==> src/rtl/data_mem_ctrl.sv <==
// data_mem_ctrl: byte-addressed little-endian RV32 data memory with a valid/ready handshake and wait states.
// Optional build macro DMEM_MISALIGN_TRAP_EN faults misaligned H/W accesses instead of aligning them.
module data_mem_ctrl #(
  parameter int DEPTH       = 64,
  parameter int ADDR_W      = 32,
  parameter int WAIT_STATES = 0
) (
  input  logic              clk,
  input  logic              rst_n,
  input  logic              req_valid,
  output logic              req_ready,
  input  logic              req_we,
  input  logic [ADDR_W-1:0] req_addr,
  input  logic [2:0]        req_size,
  input  logic [31:0]       req_wdata,
  output logic              rsp_valid,
  output logic [31:0]       rsp_rdata,
  output logic              rsp_err
);
  localparam int IDX_W = $clog2(DEPTH);

  typedef enum logic [1:0] {IDLE, WAIT, RESP} state_e;

  state_e            state_q, state_d;
  logic [3:0]        cnt_q, cnt_d;
  logic              we_q, we_d;
  logic [ADDR_W-1:0] addr_q, addr_d;
  logic [2:0]        size_q, size_d;
  logic [31:0]       wdata_q, wdata_d;
  logic [31:0]       rdata_q, rdata_d;
  logic              err_q, err_d;
  logic [31:0]       mem_q [DEPTH];

  logic              acc_we;
  logic [ADDR_W-1:0] acc_addr;
  logic [2:0]        acc_size;
  logic [31:0]       acc_wdata;
  logic [IDX_W-1:0]  idx;
  logic [1:0]        lane;
  logic              is_h, is_w, oor, bad_size, misalign, err, commit;
  logic [3:0]        be;
  logic [31:0]       wword, rword, load_val;
  logic [15:0]       rshift;

  // With zero wait states the commit edge is the acceptance edge, so the live request is used.
  always_comb begin
    if (state_q == IDLE) begin
      acc_we    = req_we;
      acc_addr  = req_addr;
      acc_size  = req_size;
      acc_wdata = req_wdata;
    end else begin
      acc_we    = we_q;
      acc_addr  = addr_q;
      acc_size  = size_q;
      acc_wdata = wdata_q;
    end
    idx      = acc_addr[IDX_W+1:2];
    is_h     = (acc_size[1:0] == 2'b01);
    is_w     = (acc_size[1:0] == 2'b10);
    oor      = ((acc_addr >> (IDX_W + 2)) != '0);
    bad_size = (acc_size == 3'b011) || (acc_size[2:1] == 2'b11);
`ifdef DMEM_MISALIGN_TRAP_EN
    misalign = (is_h && acc_addr[0]) || (is_w && (acc_addr[1:0] != 2'b00));
    lane     = acc_addr[1:0];
`else
    misalign = 1'b0;
    lane     = is_w ? 2'b00 : (is_h ? {acc_addr[1], 1'b0} : acc_addr[1:0]);
`endif
    err = oor || bad_size || misalign;
    case (acc_size[1:0])
      2'b00: begin
        be    = 4'b0001 << lane;
        wword = {4{acc_wdata[7:0]}};
      end
      2'b01: begin
        be    = 4'b0011 << lane;
        wword = {2{acc_wdata[15:0]}};
      end
      default: begin
        be    = 4'b1111;
        wword = acc_wdata;
      end
    endcase
    rword  = mem_q[idx];
    rshift = 16'(rword >> {lane, 3'b000});
    case (acc_size)
      3'b000:  load_val = {{24{rshift[7]}}, rshift[7:0]};
      3'b001:  load_val = {{16{rshift[15]}}, rshift[15:0]};
      3'b100:  load_val = {24'b0, rshift[7:0]};
      3'b101:  load_val = {16'b0, rshift[15:0]};
      default: load_val = rword;
    endcase
  end

  always_comb begin
    state_d = state_q;
    cnt_d   = cnt_q;
    we_d    = we_q;
    addr_d  = addr_q;
    size_d  = size_q;
    wdata_d = wdata_q;
    rdata_d = rdata_q;
    err_d   = err_q;
    commit  = 1'b0;
    case (state_q)
      IDLE: begin
        if (req_valid) begin
          we_d    = req_we;
          addr_d  = req_addr;
          size_d  = req_size;
          wdata_d = req_wdata;
          rdata_d = '0;
          err_d   = 1'b0;
          if (WAIT_STATES == 0) begin
            state_d = RESP;
            commit  = 1'b1;
          end else begin
            state_d = WAIT;
            cnt_d   = 4'(WAIT_STATES);
          end
        end
      end
      WAIT: begin
        cnt_d = cnt_q - 4'd1;
        if (cnt_q == 4'd1) begin
          state_d = RESP;
          commit  = 1'b1;
        end
      end
      RESP:    state_d = IDLE;
      default: state_d = IDLE;
    endcase
    if (commit) begin
      rdata_d = (err || acc_we) ? 32'd0 : load_val;
      err_d   = err;
    end
  end

  always_ff @(posedge clk) begin
    if (!rst_n) begin
      state_q <= IDLE;
      cnt_q   <= '0;
      we_q    <= 1'b0;
      addr_q  <= '0;
      size_q  <= '0;
      wdata_q <= '0;
      rdata_q <= '0;
      err_q   <= 1'b0;
    end else begin
      state_q <= state_d;
      cnt_q   <= cnt_d;
      we_q    <= we_d;
      addr_q  <= addr_d;
      size_q  <= size_d;
      wdata_q <= wdata_d;
      rdata_q <= rdata_d;
      err_q   <= err_d;
    end
  end

  // Memory is never cleared; a reset on the commit edge suppresses the write.
  always_ff @(posedge clk) begin
    if (rst_n && commit && acc_we && !err) begin
      for (int b = 0; b < 4; b++) begin
        if (be[b]) mem_q[idx][8*b +: 8] <= wword[8*b +: 8];
      end
    end
  end

  assign req_ready = (state_q == IDLE);
  assign rsp_valid = (state_q == RESP);
  assign rsp_rdata = rdata_q;
  assign rsp_err   = err_q;
endmodule

==> config.mk <==
export PLATFORM = sky130hd
export DESIGN_NAME = data_mem_ctrl
export DESIGN_NICKNAME = d
export VERILOG_FILES = /design/src/rtl/data_mem_ctrl.sv
export SDC_FILE = /design/constraint.sdc
export NUM_CORES = 2
export LEC_CHECK = 0
export BUFFER_PORTS_ARGS = -buffer_cell sky130_fd_sc_hd__buf_2
export CAP_MARGIN = 20
export CORE_MARGIN = 2
export CORE_UTILIZATION = 45
export CTS_CLUSTER_DIAMETER = 150
export DETAILED_ROUTE_END_ITERATION = 8
export GPL_ROUTABILITY_DRIVEN = 0
export MAX_ROUTING_LAYER = met4
export PLACE_DENSITY_LB_ADDON = 0.1
export SLEW_MARGIN = 0
export SYNTH_ARGS = -nofsm -noshare
export SYNTH_HDL_FRONTEND = slang
export SYNTH_SLANG_ARGS = --single-unit
==> constraint.sdc <==
create_clock -name clk -period 6.95 [get_ports clk]
set_input_delay 0.695 -clock clk [delete_from_list [all_inputs] [get_ports clk]]
set_output_delay 0.695 -clock clk [all_outputs]
set_load 0.02 [all_outputs]
==> run metrics <==
synthesis-to-finish area growth 14.3%; Max H-tree Level 4; filler cell count 15100; count of routing violations after the opening detailed-route iteration 7940; clk slew on worst S/H paths 70 ps; leakage power figure 29.9 nW; worst-case reg-to-reg path depth 11; slew of the pin with the lowest slew margin 1250 ps; cell type contributing the most total cell area after synthesis sky130_fd_sc_hd__edfxtp_1; post-detailed-routing wire length 304 mm; status completed; final design utilization 51.7%; share of cells above drive strength 1 16.1%; clock insertion delay at the later pin of the skew report 890 ps; final clock skew 43.4 ps; number of clock sinks 2149; power share of the sequential group 50.4%; mean post-synth cell area 15.5 um^2; clock tree root buffer cell sky130_fd_sc_hd__clkbuf_16; detailed placer's ending HPWL 192 mm; maximum number of pins on one net before global-route repair 83; worst setup path class register to register; max-cap check violation count 0; CTS tree yes; count of final hold-check violations 0; predominant post-synthesis flop cell sky130_fd_sc_hd__edfxtp_1; number of global-route vias before repair 51400; highest clock frequency the design can meet 174 MHz; DRC violations left 0; final worst setup slack 1210 ps; gr usage total 33.0%; CTS-repair resized insts 0; cell count after synthesis 5347; Max-Slew Margin vs Limit 16.8%; net count reported at finish 5661; number of post-CTS setup repair buffers 0; cell internal power dissipation 0.0217 W; top cell type's share of synthesized area 74.3%; total power per unit cell area 303 nW/um^2; r2r startpoint state_q[1]; number of cells in the finished layout apart from fillers 8263; Via Count 54200; Initial Utilization 45.2%; cell breakdown of the critical path mux2_8, buf_4, nand3_4, buf_4, o22ai_1, a2111oi_0, o2111ai_1, or4_1, a21oi_1, a21oi_1, a211oi_1; number of setup violations in the final report 0; element type at the critical path start register; via-per-instance ratio 6.56; capturing element of the worst setup path rsp_rdata[8]; critical path's slowest cell sky130_fd_sc_hd__a2111oi_0; average routed wire per standard cell 36.8 um; class of the tightest hold or removal check input pin to register; time the worst path needs with I/O delays and setup 5740 ps; Hold-fix buffers, CTS 0; Inserted Clock Buffers 218; horizontal die dimension 433 um; ranking of synthesized cells by area sky130_fd_sc_hd__edfxtp_1 (74%), sky130_fd_sc_hd__o22ai_1 (4.8%), sky130_fd_sc_hd__dfxtp_1 (2.4%); Setup TNS 0 ps; async set-reset flop share out of synthesis 0%; DIE AREA 187000 um^2; Worst R2R Setup Slack 1210 ps; capture instance of the worst register-to-register path rsp_rdata[8]; top cells by instance count after synthesis sky130_fd_sc_hd__edfxtp_1 (2048), sky130_fd_sc_hd__o22ai_1 (635), sky130_fd_sc_hd__nand2_1 (460); launch point of the worst path state_q[1]; type of destination of the critical path register; net count after synthesis 5418; Switch Pwr 0.00705 W; clock power share 40.9%; number of ports placed on the die boundary 106; sequential fraction of the synthesis area 76.8%; Post-Place Worst Slack 1360 ps; number of antenna violations at the first check in global routing 19; Synth Register Bits 2149; number of flops mapped to enable cells by yosys 2048; IR drop worst, VDD 0.220 mV; placeable core region 183000 um^2; warnings from Yosys 0; Crit Path Max Fanout 59; Comb pwr share 8.7%; most common cell in the synthesized netlist sky130_fd_sc_hd__edfxtp_1; wire length of the first global-routing pass 418 mm; CTS max path bufs 3; Rows 157; post-synthesis instance area 82700 um^2; Final Max Tran Viols 0; count of distinct cell types in the synthesized netlist 93; drt first pass iters 6; total of buffers placed on input and output ports 105; vertical extent of the die 433 um; grt ovf 0; Largest stage delay, worst path 930 ps; data required time of the worst path 7730 ps; Sw Share 24.6%; RSZ-0062 raised after global routing no; instance count after placement with tap cells included 7824; number of antenna-violating nets in the routed design 0; period utilization 82.6%; Worst Path Arrival 6520 ps
power groups by stage:
stage	registers [W]	logic (W)	clock network (W)
2_1_floorplan	0.0148	0.00121	0
3_3_place_gp	0.0147	0.00240	0
3_5_place_dp	0.0148	0.00242	0
4_1_cts	0.0145	0.00243	0.0118
5_1_grt	0.0145	0.00254	0.0123
6_report	0.0145	0.00249	0.0117
sequential cells by signal, summed over array words and instances (netlist names):
| register | flops |
|---|---|
| mem_q | 2048 |
| addr_q | 32 |
| rsp_rdata | 32 |
| wdata_q | 32 |
| size_q | 3 |
| rsp_err | 1 |
| state_q | 1 |
layer usage:
layer,wire length [um],global-route usage (%),vias to the layer above
li1,-,-,22100
met1,118000,43.6,28100
met2,139000,49.1,3323
met3,30100,6.62,701
met4,16300,15.9,0
met5,0,-,-
logic make-up (layout without fill, tap and decap cells):
family          after synthesis  in the layout  synth area share [%]
compound gates             1314           1314                  10.8
flops                      2149           2149                  76.8
simple gates               1324           1324                  7.45
other cells                   0             19                     0
mux                         156            156                  2.39
buf+inv                     404            837                  2.53
critical path: cells and delay by family, from the launching register on:
family / cells / cell delay, ps
DFF: 1 / 680
and+or+nand+nor: 2 / 1260
buffers and inverters: 2 / 800
AOI/OAI and AO/OA: 6 / 2130
muxes: 1 / 670
placed cells by master (no fill, tap or decap), types with 32 or more instances in the layout:
cell type                   count
sky130_fd_sc_hd__o221ai_1     101
sky130_fd_sc_hd__clkbuf_16    225
sky130_fd_sc_hd__o41ai_1       35
sky130_fd_sc_hd__and3_1        32
sky130_fd_sc_hd__buf_2        108
sky130_fd_sc_hd__nand3_1       40
sky130_fd_sc_hd__clkinv_2      41
sky130_fd_sc_hd__a21oi_1      147
sky130_fd_sc_hd__buf_4        268
sky130_fd_sc_hd__nor2_1       378
sky130_fd_sc_hd__edfxtp_1    2048
sky130_fd_sc_hd__mux2_2        60
sky130_fd_sc_hd__o22ai_1      635
sky130_fd_sc_hd__nor4_1        84
sky130_fd_sc_hd__dfxtp_1      100
sky130_fd_sc_hd__nand2_1      447
sky130_fd_sc_hd__nor3_1       120
sky130_fd_sc_hd__o21ai_0       68
sky130_fd_sc_hd__clkinv_1      52
sky130_fd_sc_hd__or4_1         69
sky130_fd_sc_hd__mux2i_1       64
sky130_fd_sc_hd__clkbuf_1      46
cell type report:
| type | count | area, um^2 | area share (%) |
|---|---|---|---|
| Sequential cell | 2149 | 63500 | 67.2 |
| Antenna cell | 19 | 47.5 | 0.0503 |
| Multi-Input combinational cell | 2794 | 17700 | 18.7 |
| Inverter | 18 | 67.6 | 0.0714 |
| Clock buffer | 275 | 5860 | 6.19 |
| Tap cell | 2464 | 3080 | 3.26 |
| Clock inverter | 135 | 1220 | 1.29 |
| Timing Repair Buffer | 409 | 3090 | 3.27 |
metrics by stage:
stage / hold WS [ps] / instance area (um^2) / total power [W]
after floorplan: 433 / 82700 / 0.0160
after global placement: 438 / 87200 / 0.0171
after detailed placement: 444 / 87400 / 0.0172
after CTS: 16.7 / 94500 / 0.0287
after global routing: 55.2 / 94600 / 0.0293
final: 71.9 / 94600 / 0.0287
how the worst min path moves through the flow:
stage	from	cells past startpoint	endpoint	slack (ps)
final	req_wdata[24]	3	wdata_q[24]	70
after global routing	req_wdata[2]	3	wdata_q[2]	60
after CTS	req_addr[11]	3	addr_q[11]	20
after detailed placement	size_q[2]	2	size_q[2]	440
after global placement	wdata_q[5]	2	wdata_q[5]	440
after floorplan	wdata_q[0]	2	wdata_q[0]	430
Note: power is estimated with default switching activity, not from simulation.
